### src/rtl/jt49_pkg.sv
// jt49_pkg: register map and envelope shape bit positions shared by the envelope blocks.
package jt49_pkg;
    localparam logic [3:0] ENV_FINE   = 4'hB;
    localparam logic [3:0] ENV_COARSE = 4'hC;
    localparam logic [3:0] ENV_SHAPE  = 4'hD;
    localparam int CONT = 3;
    localparam int ATT  = 2;
    localparam int ALT  = 1;
    localparam int HOLD = 0;
endpackage

### src/rtl/jt49_env_presc.sv
// jt49_env_presc: cen-gated prescaler, tick marks the last cen pulse of each 2**W cycle.
module jt49_env_presc #(
    parameter int W = 3
) (
    input  logic clk,
    input  logic rst,
    input  logic cen,
    input  logic clr,
    output logic tick
);
    logic [W-1:0] cnt_q;

    assign tick = cen && &cnt_q;

    always_ff @(posedge clk) begin
        if (rst || clr) cnt_q <= '0;
        else if (cen) cnt_q <= cnt_q + 1'b1;
    end
endmodule

### src/rtl/jt49_env_timer.sv
// jt49_env_timer: envelope period/shape registers and the step generator feeding the envelope.
module jt49_env_timer
    import jt49_pkg::*;
#(
    parameter int         PRESC_W     = 3,
    parameter logic [3:0] ADDR_FINE   = ENV_FINE,
    parameter logic [3:0] ADDR_COARSE = ENV_COARSE,
    parameter logic [3:0] ADDR_SHAPE  = ENV_SHAPE
) (
    input  logic        clk,
    input  logic        rst,
    input  logic        cen,
    input  logic        wr,
    input  logic [3:0]  addr,
    input  logic [7:0]  din,
    output logic [7:0]  dout,
    output logic [15:0] period,
    output logic [3:0]  ctrl,
    output logic        step,
    output logic        null_period,
    output logic        restart
);
    logic [15:0] period_q, period_d, cnt_q, cnt_d;
    logic [16:0] cnt_inc;
    logic [3:0]  ctrl_q, ctrl_d;
    logic [7:0]  dout_q, dout_d;
    logic        step_q, step_d, null_q, restart_q, tick, shape_wr;

    assign shape_wr = wr && addr == ADDR_SHAPE;
    // 17-bit sum keeps cnt=65535 from wrapping below the period
    assign cnt_inc  = {1'b0, cnt_q} + 17'd1;

    jt49_env_presc #(.W(PRESC_W)) u_presc (
        .clk  (clk),
        .rst  (rst),
        .cen  (cen),
        .clr  (shape_wr),
        .tick (tick)
    );

    always_comb begin
        period_d = period_q;
        if (wr && addr == ADDR_FINE) period_d[7:0] = din;
        if (wr && addr == ADDR_COARSE) period_d[15:8] = din;
        ctrl_d = shape_wr ? din[3:0] : ctrl_q;
        dout_d = addr == ADDR_FINE   ? period_q[7:0]  :
                 addr == ADDR_COARSE ? period_q[15:8] :
                 addr == ADDR_SHAPE  ? {4'b0, ctrl_q} : 8'd0;
        cnt_d  = cnt_q;
        step_d = step_q;
        if (shape_wr) begin
            cnt_d  = '0;
            step_d = 1'b0;
        end else if (tick) begin
            cnt_d  = (period_q == 16'd0 || cnt_inc >= {1'b0, period_q}) ? 16'd0 : cnt_inc[15:0];
            step_d = period_q == 16'd0 ? 1'b0 : cnt_inc >= {1'b0, period_q} ? !step_q : step_q;
        end
    end

    always_ff @(posedge clk) begin
        if (rst) begin
            period_q  <= '0;
            cnt_q     <= '0;
            ctrl_q    <= '0;
            dout_q    <= '0;
            step_q    <= 1'b0;
            null_q    <= 1'b1;
            restart_q <= 1'b0;
        end else begin
            period_q  <= period_d;
            cnt_q     <= cnt_d;
            ctrl_q    <= ctrl_d;
            dout_q    <= dout_d;
            step_q    <= step_d;
            null_q    <= period_d == 16'd0;
            restart_q <= shape_wr;
        end
    end

    assign period      = period_q;
    assign ctrl        = ctrl_q;
    assign dout        = dout_q;
    assign step        = step_q;
    assign null_period = null_q;
    assign restart     = restart_q;
endmodule

### config.mk
export PLATFORM = sky130hd
export DESIGN_NAME = jt49_env_timer
export DESIGN_NICKNAME = d
export VERILOG_FILES = /design/src/rtl/jt49_pkg.sv /design/src/rtl/jt49_env_presc.sv /design/src/rtl/jt49_env_timer.sv
export SDC_FILE = /design/constraint.sdc
export NUM_CORES = 1
export LEC_CHECK = 0
export ABC_CLOCK_PERIOD_IN_PS = 3800
export BUFFER_PORTS_ARGS = -buffer_cell sky130_fd_sc_hd__buf_4
export CORE_MARGIN = 2
export CORE_UTILIZATION = 50
export DETAILED_ROUTE_END_ITERATION = 10
export HOLD_SLACK_MARGIN = 0.03
export PLACE_DENSITY = 0.72
export REMOVE_ABC_BUFFERS = 1
export SLEW_MARGIN = 20
export SYNTH_ARGS = -nofsm -noshare
export SYNTH_HDL_FRONTEND = slang
export SYNTH_SLANG_ARGS = --single-unit
### constraint.sdc
create_clock -name clk -period 3.8 [get_ports clk]
set_clock_uncertainty 0.2 [all_clocks]
set_input_delay 0.38 -clock clk [delete_from_list [all_inputs] [get_ports clk]]
set_output_delay 0.38 -clock clk [all_outputs]
set_load 0.01 [all_outputs]
==> metrics, run 1 <==
Max IR drop VDD=roughly 0.19 mV; synthesized instance count=approximately 350; critical setup path kind=flip-flop to flip-flop; # resized after CTS=0; post-synth cell types=a little over 40; GRT Residual Overflow=0; final WL=between 6000 and 7000 um; sequential element share of the synthesized area=between 30% and 40%; WP data required=between 3 and 4 ns; final worst path period share=88.7%; worst-case clock buffer depth=2; Post-synth EDFFs=0; top_reg_cell synth=dfxtp_1; pwr dens=just under 300 mW/mm2; initial antenna violation count=0; startpoint types=flip-flop; First-pass DRT Iterations=4; Syn Std Cell Area=between 0.002 and 0.003 mm2; max cap viols=0; max-slew violation count=0; first-pass GRT wire length=roughly 11000 um; # H-tree levels=2; synthesized flop and latch total=50; clk root buf=clkbuf_8; Ys Warns=0; via count=roughly 2500; CTS tree=done; relative slew slack=41.6%; cell count of the worst reg-to-reg path=13; DRC Markers=0; Layout area overhead=16.6%; Setup WS pre-CTS=approximately 0.47 ns; largest net degree at the start of global routing=32; Final GP Congestion=0.826; P_leak=1.38 nW; share of cells above drive strength 1=between 15 and 20%; setup bufs post-CTS=0; Starting Density=just over 50%; peak fanout along the critical path=13; crit path DAT=around 3.4 ns; number of buffers created by CTS=5; most common cell after layout, fill and taps aside=buf_4; RSZ-0062 raised after global routing=no; Worst-Margin Slew=just under 0.9 ns; core area=roughly 0.0055 mm2; DIE AREA=a little over 0.006 mm2; gr usage total=between 20% and 30%; RR Startpoint=cnt_q[0]; Tmin final=around 3.4 ns; WL/cell=~14 um; DP HPWL=approximately 4700 um; Final nets=between 400 and 500; HP Class=input pin to flip-flop; Die H=79.0 um; DR vias/cell=about 5.5; top-level I/O count=47; status=finished clean; Fmax=a little under 0.3 GHz; crit path cell chain=ha_1 -> nand3_4 -> nor2_1 -> and3_1 -> xor2_1 -> ha_1 -> nand4_1 -> nor2_1 -> a221o_1 -> o21ai_4 -> buf_4 -> nand4_1 -> a31oi_1; max incr delay on CP=0.44 ns; # diodes=0; Post-Syn Area per Cell=about 8.1 um2; asr flop ratio synth=0%; Cell Rows=27; final worst slack=between 0.4 and 0.5 ns; Die X=a little under 80 um; Setup TNS=0 ns; Routed Antenna Nets=0; # port buffers=46; clock sinks=50; CP Capture Type=flip-flop; DRT iter0 DRCs=~220; crit path from=cnt_q[0]; number of fill cells=543; CTS hold repair buffers=0; number of global-route vias before repair=~2300; WHS Path Cells=3; Hold Startpoint=din[1]; clk_lat worst skew=0.31 ns; Fin. Hold Viols=0; Clock Pin Slew Worst Setup and Hold Paths=about 0.09 ns; slowest CP cell=dfxtp_1; Final setup viols=0; commonest cells after routing, fill and taps aside=buf_4, dfxtp_1, nand2_1, a21oi_1, nor2_1
cells by family after synthesis:
logic type      Yosys count  synth area share [%]
flops                    50                  35.6
fa+ha+maj                19                  8.46
mux                       7                  2.54
compound gates           62                  13.3
xor+xnor                 15                  4.94
simple gates            154                  29.0
buf+inv                  38                  6.15
flip-flops by register name (all words and copies together) (netlist names):
register and flops:
cnt_q 16, period 16, dout 8, ctrl 4
u_presc.cnt_q 3, null_period 1, restart 1, step 1
worst max-delay path: cells and delay by family (launching register included):
kind,cells,cell delay [ns]
simple gates,6,0.85
compound gates,3,0.79
fa+ha+maj,2,0.57
flops,1,0.44
buf+inv,1,0.26
xor+xnor,1,0.19
final timing paths:
kind	to	slack [ns]
min reg2reg	cnt_q[10]	0.28
min	ctrl[1]	0.14
max	cnt_q[3]	0.43
max reg2reg	cnt_q[3]	0.43
layout make-up:
cell class	count	area (um2)	area share (%)
Clock buffer	6	82.6	2.52
Clock inverter	2	16.3	0.497
Inverter	18	67.6	2.06
Multi-Input combinational cell	257	1640	49.9
Sequential cell	50	1000	30.6
Tap cell	72	90.1	2.75
Timing Repair Buffer	51	383	11.7
synthesized netlist by cell type (all sizes together), types with 6 or more instances:
cell type	count	area [um2]
dfxtp	50	1000
nand2	47	181
a21oi	38	190
nor2	30	113
nand3	26	143
ha	19	238
inv	18	67.6
nand4	16	106
nor4	11	98.8
buf	10	67.6
clkbuf	10	37.5
a22oi	9	67.6
xnor2	8	77.6
nor3	7	35.0
xor2	7	61.3
mux2i	6	60.1
routing by layer:
metal | part of all wire, % | wire length, um | track usage (%) | up-vias
li1 | - | - | - | 1301
met1 | 48 | 3090 | 31.2 | 1165
met2 | 46 | 2990 | 35.0 | 54
met3 | 4.1 | 264 | 4.09 | 6
met4 | 1.3 | 82 | 7.07 | 0
met5 | 0 | 0 | 0 | -
power by group:
| group | internal (mW) | switching (mW) | leakage (nW) |
|---|---|---|---|
| logic | 0.0385 | 0.0623 | 0.926 |
| registers | 0.530 | 0.00535 | 0.404 |
| clock network | 0.150 | 0.187 | 0.0478 |
| total | 0.719 | 0.254 | 1.38 |
stage by stage:
step | power, mW | hold slack [ns] | instances | utilization, % | area (um2)
2_1_floorplan | 0.596 | 0.245 | 325 | - | 2700
6_report | 0.973 | 0.141 | 456 | 59.9 | 3280
5_1_grt | 1.02 | 0.140 | 456 | 59.9 | 3280
3_3_place_gp | 0.646 | 0.263 | 448 | 58.0 | 3180
4_1_cts | 0.984 | 0.124 | 456 | 59.9 | 3280
3_5_place_dp | 0.647 | 0.273 | 448 | 58.0 | 3180
(Power assumes the default switching activity.)
==> run 2: changes to the inputs <==
--- a/config.mk
+++ b/config.mk
@@ -8,12 +8,13 @@
 export ABC_CLOCK_PERIOD_IN_PS = 3800
 export BUFFER_PORTS_ARGS = -buffer_cell sky130_fd_sc_hd__buf_4
 export CORE_MARGIN = 2
-export CORE_UTILIZATION = 50
+export CORE_UTILIZATION = 55
 export DETAILED_ROUTE_END_ITERATION = 10
 export HOLD_SLACK_MARGIN = 0.03
-export PLACE_DENSITY = 0.72
+export PLACE_DENSITY = 0.78
 export REMOVE_ABC_BUFFERS = 1
 export SLEW_MARGIN = 20
 export SYNTH_ARGS = -nofsm -noshare
 export SYNTH_HDL_FRONTEND = slang
+export SYNTH_HIERARCHICAL = 1
 export SYNTH_SLANG_ARGS = --single-unit
==> run 2 against run 1 <==
Clock-buffer cell count shrank 1. Sequential share of layout area shrank 0.26 points. Utilization rose by 5.3 points. Highest routed layer unchanged. Critical endpoint is now cnt_q[8]. Largest cell class unchanged. Largest power group unchanged. Clock power shrank 7.4%. Via count grew 3.5%. Maximum frequency down 5.3%.
==> metrics, run 2 <==
largest family of logic cells by synthesized area=simple AND/OR/NAND/NOR gates (unchanged); asr flop ratio synth=0% (unchanged); post-synth cell types=50 (was 41); share of cells above drive strength 1=18.4% (was 18.0%); Max IR drop VDD=0.258 mV (was 0.191 mV); Cell Rows=26 (was 27); max-slew violation count=0 (unchanged); Tmin final=3.56 ns (was 3.37 ns); Syn Std Cell Area=0.00286 mm2 (was 0.00281 mm2); Final nets=421 (was 418); mux share of post-synthesis cell area=4.90% (was 2.54%); # H-tree levels=2 (unchanged); final WL=6730 um (was 6430 um); Layout area overhead=15.7% (was 16.6%); first-pass GRT wire length=11200 um (was 11000 um); ranking of synthesized cells by area=dfxtp_1, ha_1, nand2_1, mux2i_1, nand3_1 (was dfxtp_1, ha_1, a21oi_1, nand2_1, nand3_1); clock sinks=50 (unchanged); Post-Syn Area per Cell=8.19 um2 (was 8.14 um2); WP data required=3.83 ns (about the same); Clock Pin Slew Worst Setup and Hold Paths=0.09 ns (about the same); Setup WS pre-CTS=0.198 ns (was 0.465 ns); core area=0.00507 mm2 (was 0.00547 mm2); hold slack=0.139 ns (was 0.141 ns); max cap viols=0 (unchanged); number of buffers created by CTS=5 (unchanged); Sw Pwr=0.240 mW (was 0.254 mW); DR vias/cell=5.73 (was 5.54); Fmax=0.281 GHz (was 0.297 GHz); via count=2614 (was 2526); status=finished clean (unchanged); Compound-Gate Fraction of Synth Area=13.3% (about the same); reg2reg setup slack=0.24 ns (was 0.43 ns); First-pass DRT Iterations=5 (was 4); synthesized flop and latch total=50 (unchanged); most frequent cell after synthesis=dfxtp_1 (unchanged); Clock power frac=33.3% (was 34.6%); RR Startpoint=cnt_q[1] (was cnt_q[0]); # port buffers=46 (unchanged); Synth Area in Adders=8.32% (was 8.46%); RSZ-0062 raised after global routing=no (unchanged); # diodes=0 (unchanged); peak fanout along the critical path=18 (was 13); synthesized instance count=349 (was 345); P_leak=1.35 nW (was 1.38 nW); CTS tree=done (unchanged); placed insts=449 (was 448); final worst slack=0.240 ns (was 0.430 ns); Setup TNS=0 ns (unchanged); Final Instance Area=0.00331 mm2 (was 0.00328 mm2); post-synthesis xor/xnor area fraction=4.86% (was 4.94%); HP Class=input pin to flip-flop (unchanged); area leader, netlist=dfxtp_1 (unchanged); gr usage total=23.7% (was 22.3%); Routed Antenna Nets=0 (unchanged); top-level I/O count=47 (unchanged); Sw Ratio=25.7% (was 26.1%); crit path from=cnt_q[1] (was cnt_q[0]); largest net degree at the start of global routing=33 (was 32); relative slew slack=40.4% (was 41.6%); crit path to=cnt_q[8] (was cnt_q[3]); initial antenna violation count=0 (unchanged); Die H=76.1 um (was 79.0 um); Final setup viols=0 (unchanged); Final Util=65.2% (was 59.9%); clk_lat worst skew=0.31 ns (about the same); final worst path period share=93.7% (was 88.7%); number of global-route vias before repair=2354 (was 2306); clk root buf=clkbuf_8 (unchanged); commonest cells in the synthesized netlist=dfxtp_1, nand2_1, nand3_1 (was dfxtp_1, nand2_1, a21oi_1); sequential power share=57.3% (was 55.0%); pwr dens=283 mW/mm2 (was 297 mW/mm2); DIE AREA=0.00579 mm2 (was 0.00623 mm2); cell count of the worst reg-to-reg path=13 (unchanged); commonest cells after routing, fill and taps aside=dfxtp_1, buf_4, nand2_1, nand3_1, nor2_1 (was buf_4, dfxtp_1, nand2_1, a21oi_1, nor2_1); Worst-Margin Slew=0.894 ns (was 0.874 ns); GRT Residual Overflow=0 (unchanged); Ys Warns=6 (was 0); worst-case clock buffer depth=2 (unchanged); Starting Density=56.3% (was 51.3%); Internal Power=0.695 mW (was 0.719 mW); DRC Markers=0 (unchanged); DRT iter0 DRCs=255 (was 221); combinational share of power=9.4% (was 10.4%); DP HPWL=4940 um (was 4670 um); Post-Synth Simple-Gate Area=27.8% (was 29.0%); Pwr Total=0.936 mW (was 0.973 mW); Area after DPL=0.00322 mm2 (was 0.00318 mm2); Final GP Congestion=0.855 (was 0.826); Non-Filler Instances=456 (unchanged); CTS hold repair buffers=0 (unchanged); Fin. Hold Viols=0 (unchanged); r2r endpoint=cnt_q[8] (was cnt_q[3]); share of the synthesized area in the top cell type=35.0% (was 35.6%); Die X=76.1 um (was 79.0 um); WL/cell=14.7 um (was 14.1 um); startpoint types=flip-flop (unchanged); Post-synth EDFFs=0 (unchanged); top_reg_cell synth=dfxtp_1 (unchanged); critical setup path kind=flip-flop to flip-flop (unchanged); Hold Startpoint=din[4] (was din[1]); sequential element share of the synthesized area=35.0% (was 35.6%); CP Capture Type=flip-flop (unchanged); crit path DAT=3.59 ns (was 3.40 ns)
-- run 2: cell count changes after synthesis, moves of 3 or more --
cell	before	now
mux2i_1	6	14
o211ai_1	3	0
xnor2_1	7	12
o21ai_0	1	12
nand3_1	25	28
a31oi_1	5	8
nand2_1	45	41
nand4_1	15	4
nor3_1	7	10
nor2_1	30	25
o21ai_1	0	3
a21oi_1	38	18
xor2_1	7	2
-- run 2: final cells by class --
type | count | area [um2]
sequential | 50 | 1000
inverter | 19 | 71.3
tap | 70 | 87.6
fill | 466 | 1770
clock buffer | 5 | 68.8
timing repair buffer | 49 | 368
clock inverter | 2 | 13.8
multi-input combinational | 261 | 1700
-- run 2: worst max-delay path: stages (launching register included) --
cell and delay (ns):
dfxtp_1 0.39, ha_2 0.23, inv_1 0.08, or3_1 0.43, or2_1 0.30, xnor2_1 0.14
ha_1 0.31, a21oi_1 0.12, o21ai_0 0.10, nor3_1 0.32, o211a_2 0.31, buf_4 0.25
nand3_1 0.10, a31oi_1 0.19
-- run 2: power by group through the flow --
| stage | sequential, mW | combinational, mW | clock [mW] |
|---|---|---|---|
| final | 0.536 | 0.0877 | 0.312 |
| after floorplan | 0.549 | 0.0400 | 0 |
| after global routing | 0.537 | 0.0963 | 0.345 |
| after global placement | 0.548 | 0.0853 | 0 |
| after CTS | 0.536 | 0.0867 | 0.316 |
| after detailed placement | 0.549 | 0.0863 | 0 |
-- run 2: how the worst min path moves through the flow --
stage / to / slack (ns) / cells after the start
finish: period[12] / 0.14 / 3
global route: period[13] / 0.13 / 3
CTS: period[14] / 0.13 / 3
detailed placement: step / 0.28 / 2
global placement: step / 0.28 / 2
floorplan: period[0] / 0.25 / 1
-- run 2: per-layer routing --
metal  part of all wire [%]  GRT usage, %  up-vias
met5                      0             0        -
li1                       -             -     1310
met1                     47          32.2     1222
met2                     46          36.7       71
met4                    1.7          9.09        0
met3                    6.1          5.69       11
-- run 2: repair_timing --
item / 4_1_cts / 5_1_grt
setup buffers: 0 / 0
endpoints found under the setup margin: 0 / 10
resized for setup: 0 / 2
-- run 2: logic make-up after synthesis --
group / after synthesis
AOI/OAI and AO/OA: 62
buffers and inverters: 38
muxes: 14
and+or+nand+nor: 151
DFF: 50
xor gates and xnor gates: 15
adders and majority gates: 19
==> run 3: changes to the inputs <==
--- a/config.mk
+++ b/config.mk
@@ -8,10 +8,9 @@
 export ABC_CLOCK_PERIOD_IN_PS = 3800
 export BUFFER_PORTS_ARGS = -buffer_cell sky130_fd_sc_hd__buf_4
 export CORE_MARGIN = 2
-export CORE_UTILIZATION = 55
+export CORE_UTILIZATION = 41
 export DETAILED_ROUTE_END_ITERATION = 10
 export HOLD_SLACK_MARGIN = 0.03
-export PLACE_DENSITY = 0.78
 export REMOVE_ABC_BUFFERS = 1
 export SLEW_MARGIN = 20
 export SYNTH_ARGS = -nofsm -noshare
==> run 3 against run 2 <==
Non-clock buffer count rose by 1. Largest cell class unchanged. Total power rose by 7.6%. Utilization fell by 15 points. Critical endpoint is now step. Clock power rose by 22%. First-iteration DRC count fell by 43%.
==> metrics, run 3 (same netlist as run 2, synthesis figures left out) <==
RSZ-0062 raised after global routing=no (unchanged); via count=2573 (was 2614); clk root buf=clkbuf_8 (unchanged); worst-case clock buffer depth=2 (unchanged); # H-tree levels=2 (unchanged); gr usage total=18.9% (was 23.7%); Fmax=0.279 GHz (was 0.281 GHz); Hold EP=period[15] (was period[12]); reg2reg setup slack=0.22 ns (was 0.24 ns); Cell Rows=30 (was 26); CTS tree=done (unchanged); critical setup path kind=flip-flop to flip-flop (unchanged); slowest CP cell=dfxtp_1 (was or3_1); final WL=6970 um (was 6730 um); GRT Residual Overflow=0 (unchanged); final worst path period share=94.3% (was 93.7%); Fin. Hold Viols=0 (unchanged); P_leak=1.36 nW (was 1.35 nW); relative slew slack=39.8% (was 40.4%); Die H=87.5 um (was 76.1 um); Setup TNS=0 ns (unchanged); core area=0.00676 mm2 (was 0.00507 mm2); largest net degree at the start of global routing=33 (unchanged); r2r endpoint=step (was cnt_q[8]); most common cell after layout, fill and taps aside=dfxtp_1; RR Startpoint=cnt_q[0] (was cnt_q[1]); Hold Startpoint=din[7] (was din[4]); Worst-Margin Slew=0.903 ns (was 0.894 ns); first-pass GRT wire length=11400 um (was 11200 um); Max IR drop VDD=0.139 mV (was 0.258 mV); Final Instance Area=0.00336 mm2 (was 0.00331 mm2); Setup WS pre-CTS=0.246 ns (was 0.198 ns); commonest cells after routing, fill and taps aside=dfxtp_1, buf_4, nand2_1, nand3_1, nor2_1 (unchanged); Final setup viols=0 (unchanged); DP HPWL=5190 um (was 4940 um); HP Class=input pin to flip-flop (unchanged); DRC Markers=0 (unchanged); peak fanout along the critical path=14 (was 18); initial antenna violation count=0 (unchanged); crit path DAT=3.62 ns (was 3.59 ns); DR vias/cell=5.51 (was 5.73); cell count of the worst reg-to-reg path=12 (was 13); CP Capture Type=flip-flop (unchanged); max cap viols=0 (unchanged); hold slack=0.132 ns (was 0.139 ns); DIE AREA=0.00766 mm2 (was 0.00579 mm2); WHS Path Cells=3 (unchanged); First-pass DRT Iterations=4 (was 5); number of global-route vias before repair=2348 (was 2354); WP data required=3.83 ns (about the same); Final GP Congestion=0.872 (was 0.855); # diodes=0 (unchanged); clk_lat worst skew=0.31 ns (about the same); # port buffers=46 (unchanged); max-slew violation count=0 (unchanged); Final nets=422 (was 421); Clock Pin Slew Worst Setup and Hold Paths=0.10 ns (was 0.09 ns); pwr dens=299 mW/mm2 (was 283 mW/mm2); WP buf/inv=1 (was 2); Tmin final=3.58 ns (was 3.56 ns); clock sinks=50 (unchanged); Die X=87.5 um (was 76.1 um); number of buffers created by CTS=5 (unchanged); crit-path leading delay family=simple AND/OR/NAND/NOR gates (unchanged); share of cells above drive strength 1=18.3% (was 18.4%); top-level I/O count=47 (unchanged); Area after DPL=0.00325 mm2 (was 0.00322 mm2); max incr delay on CP=0.43 ns (about the same); Routed Antenna Nets=0 (unchanged); WL/cell=14.9 um (was 14.7 um); status=finished clean (unchanged); Starting Density=42.3% (was 56.3%); final worst slack=0.216 ns (was 0.240 ns); startpoint types=flip-flop (unchanged); Pwr Total=1.01 mW (was 0.936 mW); crit path cell chain=ha_2 -> inv_1 -> or3_1 -> or2_1 -> xnor2_1 -> ha_1 -> nand4_1 -> a211oi_1 -> nor3_1 -> o211a_2 -> or4_1 -> a21oi_1 (was ha_2 -> inv_1 -> or3_1 -> or2_1 -> xnor2_1 -> ha_1 -> a21oi_1 -> o21ai_0 -> nor3_1 -> o211a_2 -> buf_4 -> nand3_1 -> a31oi_1); DRT iter0 DRCs=146 (was 255); Layout area overhead=17.7% (was 15.7%)
run 3: worst max-delay path by stage:
stage	startpoint	endpoint	slack, ns	depth (start not counted)
6_report	cnt_q[0]	step	0.22	12
5_1_grt	cnt_q[3]	step	0.004	11
4_1_cts	cnt_q[0]	step	0.21	12
3_5_place_dp	cnt_q[0]	step	0.25	12
3_3_place_gp	cnt_q[0]	step	0.30	12
2_1_floorplan	cnt_q[0]	step	0.47	12
run 3: per-stage QoR:
| stage | instances | utilization [%] |
|---|---|---|
| floorplan | 330 | - |
| global placement | 460 | 48.2 |
| detailed placement | 460 | 48.2 |
| CTS | 467 | 49.8 |
| global route | 467 | 49.8 |
| finish | 467 | 49.8 |
run 3: layout make-up:
class                      instances  area, um2
tap                               80        100
multi-input combinational        261       1700
inverter                          19       71.3
clock buffer                       5       68.8
sequential                        50       1000
fill                             669       3390
clock inverter                     2       38.8
timing repair buffer              50        388
run 3: tightest hold or removal path: cells and delay by family:
kind,cells,cell delay [ns]
buf+inv,1,0.10
mux,1,0.06
simple gates,1,0.07
run 3: what timing repair did:
action                                  CTS  global route
hold buffers                              0             0
endpoints found under the setup margin    0             1
resized for setup                         0             1
buffers inserted                          0             0
run 3: power by group:
| part | total, mW | internal, mW | switching (mW) |
|---|---|---|---|
| logic | 0.0902 | 0.0390 | 0.0512 |
| registers | 0.536 | 0.530 | 0.00576 |
| clock network | 0.380 | 0.194 | 0.186 |
run 3: layer usage:
layer  share of wire [%]  global-route usage, %  vias to the layer above  wire [um]
li1                    -                      -                     1315          -
met1                  49                   27.3                     1202       3410
met2                  46                   29.2                       51       3210
met3                 4.3                   3.70                        5        297
met4                0.87                   4.06                        0         61
met5                   0                      0                        -          0
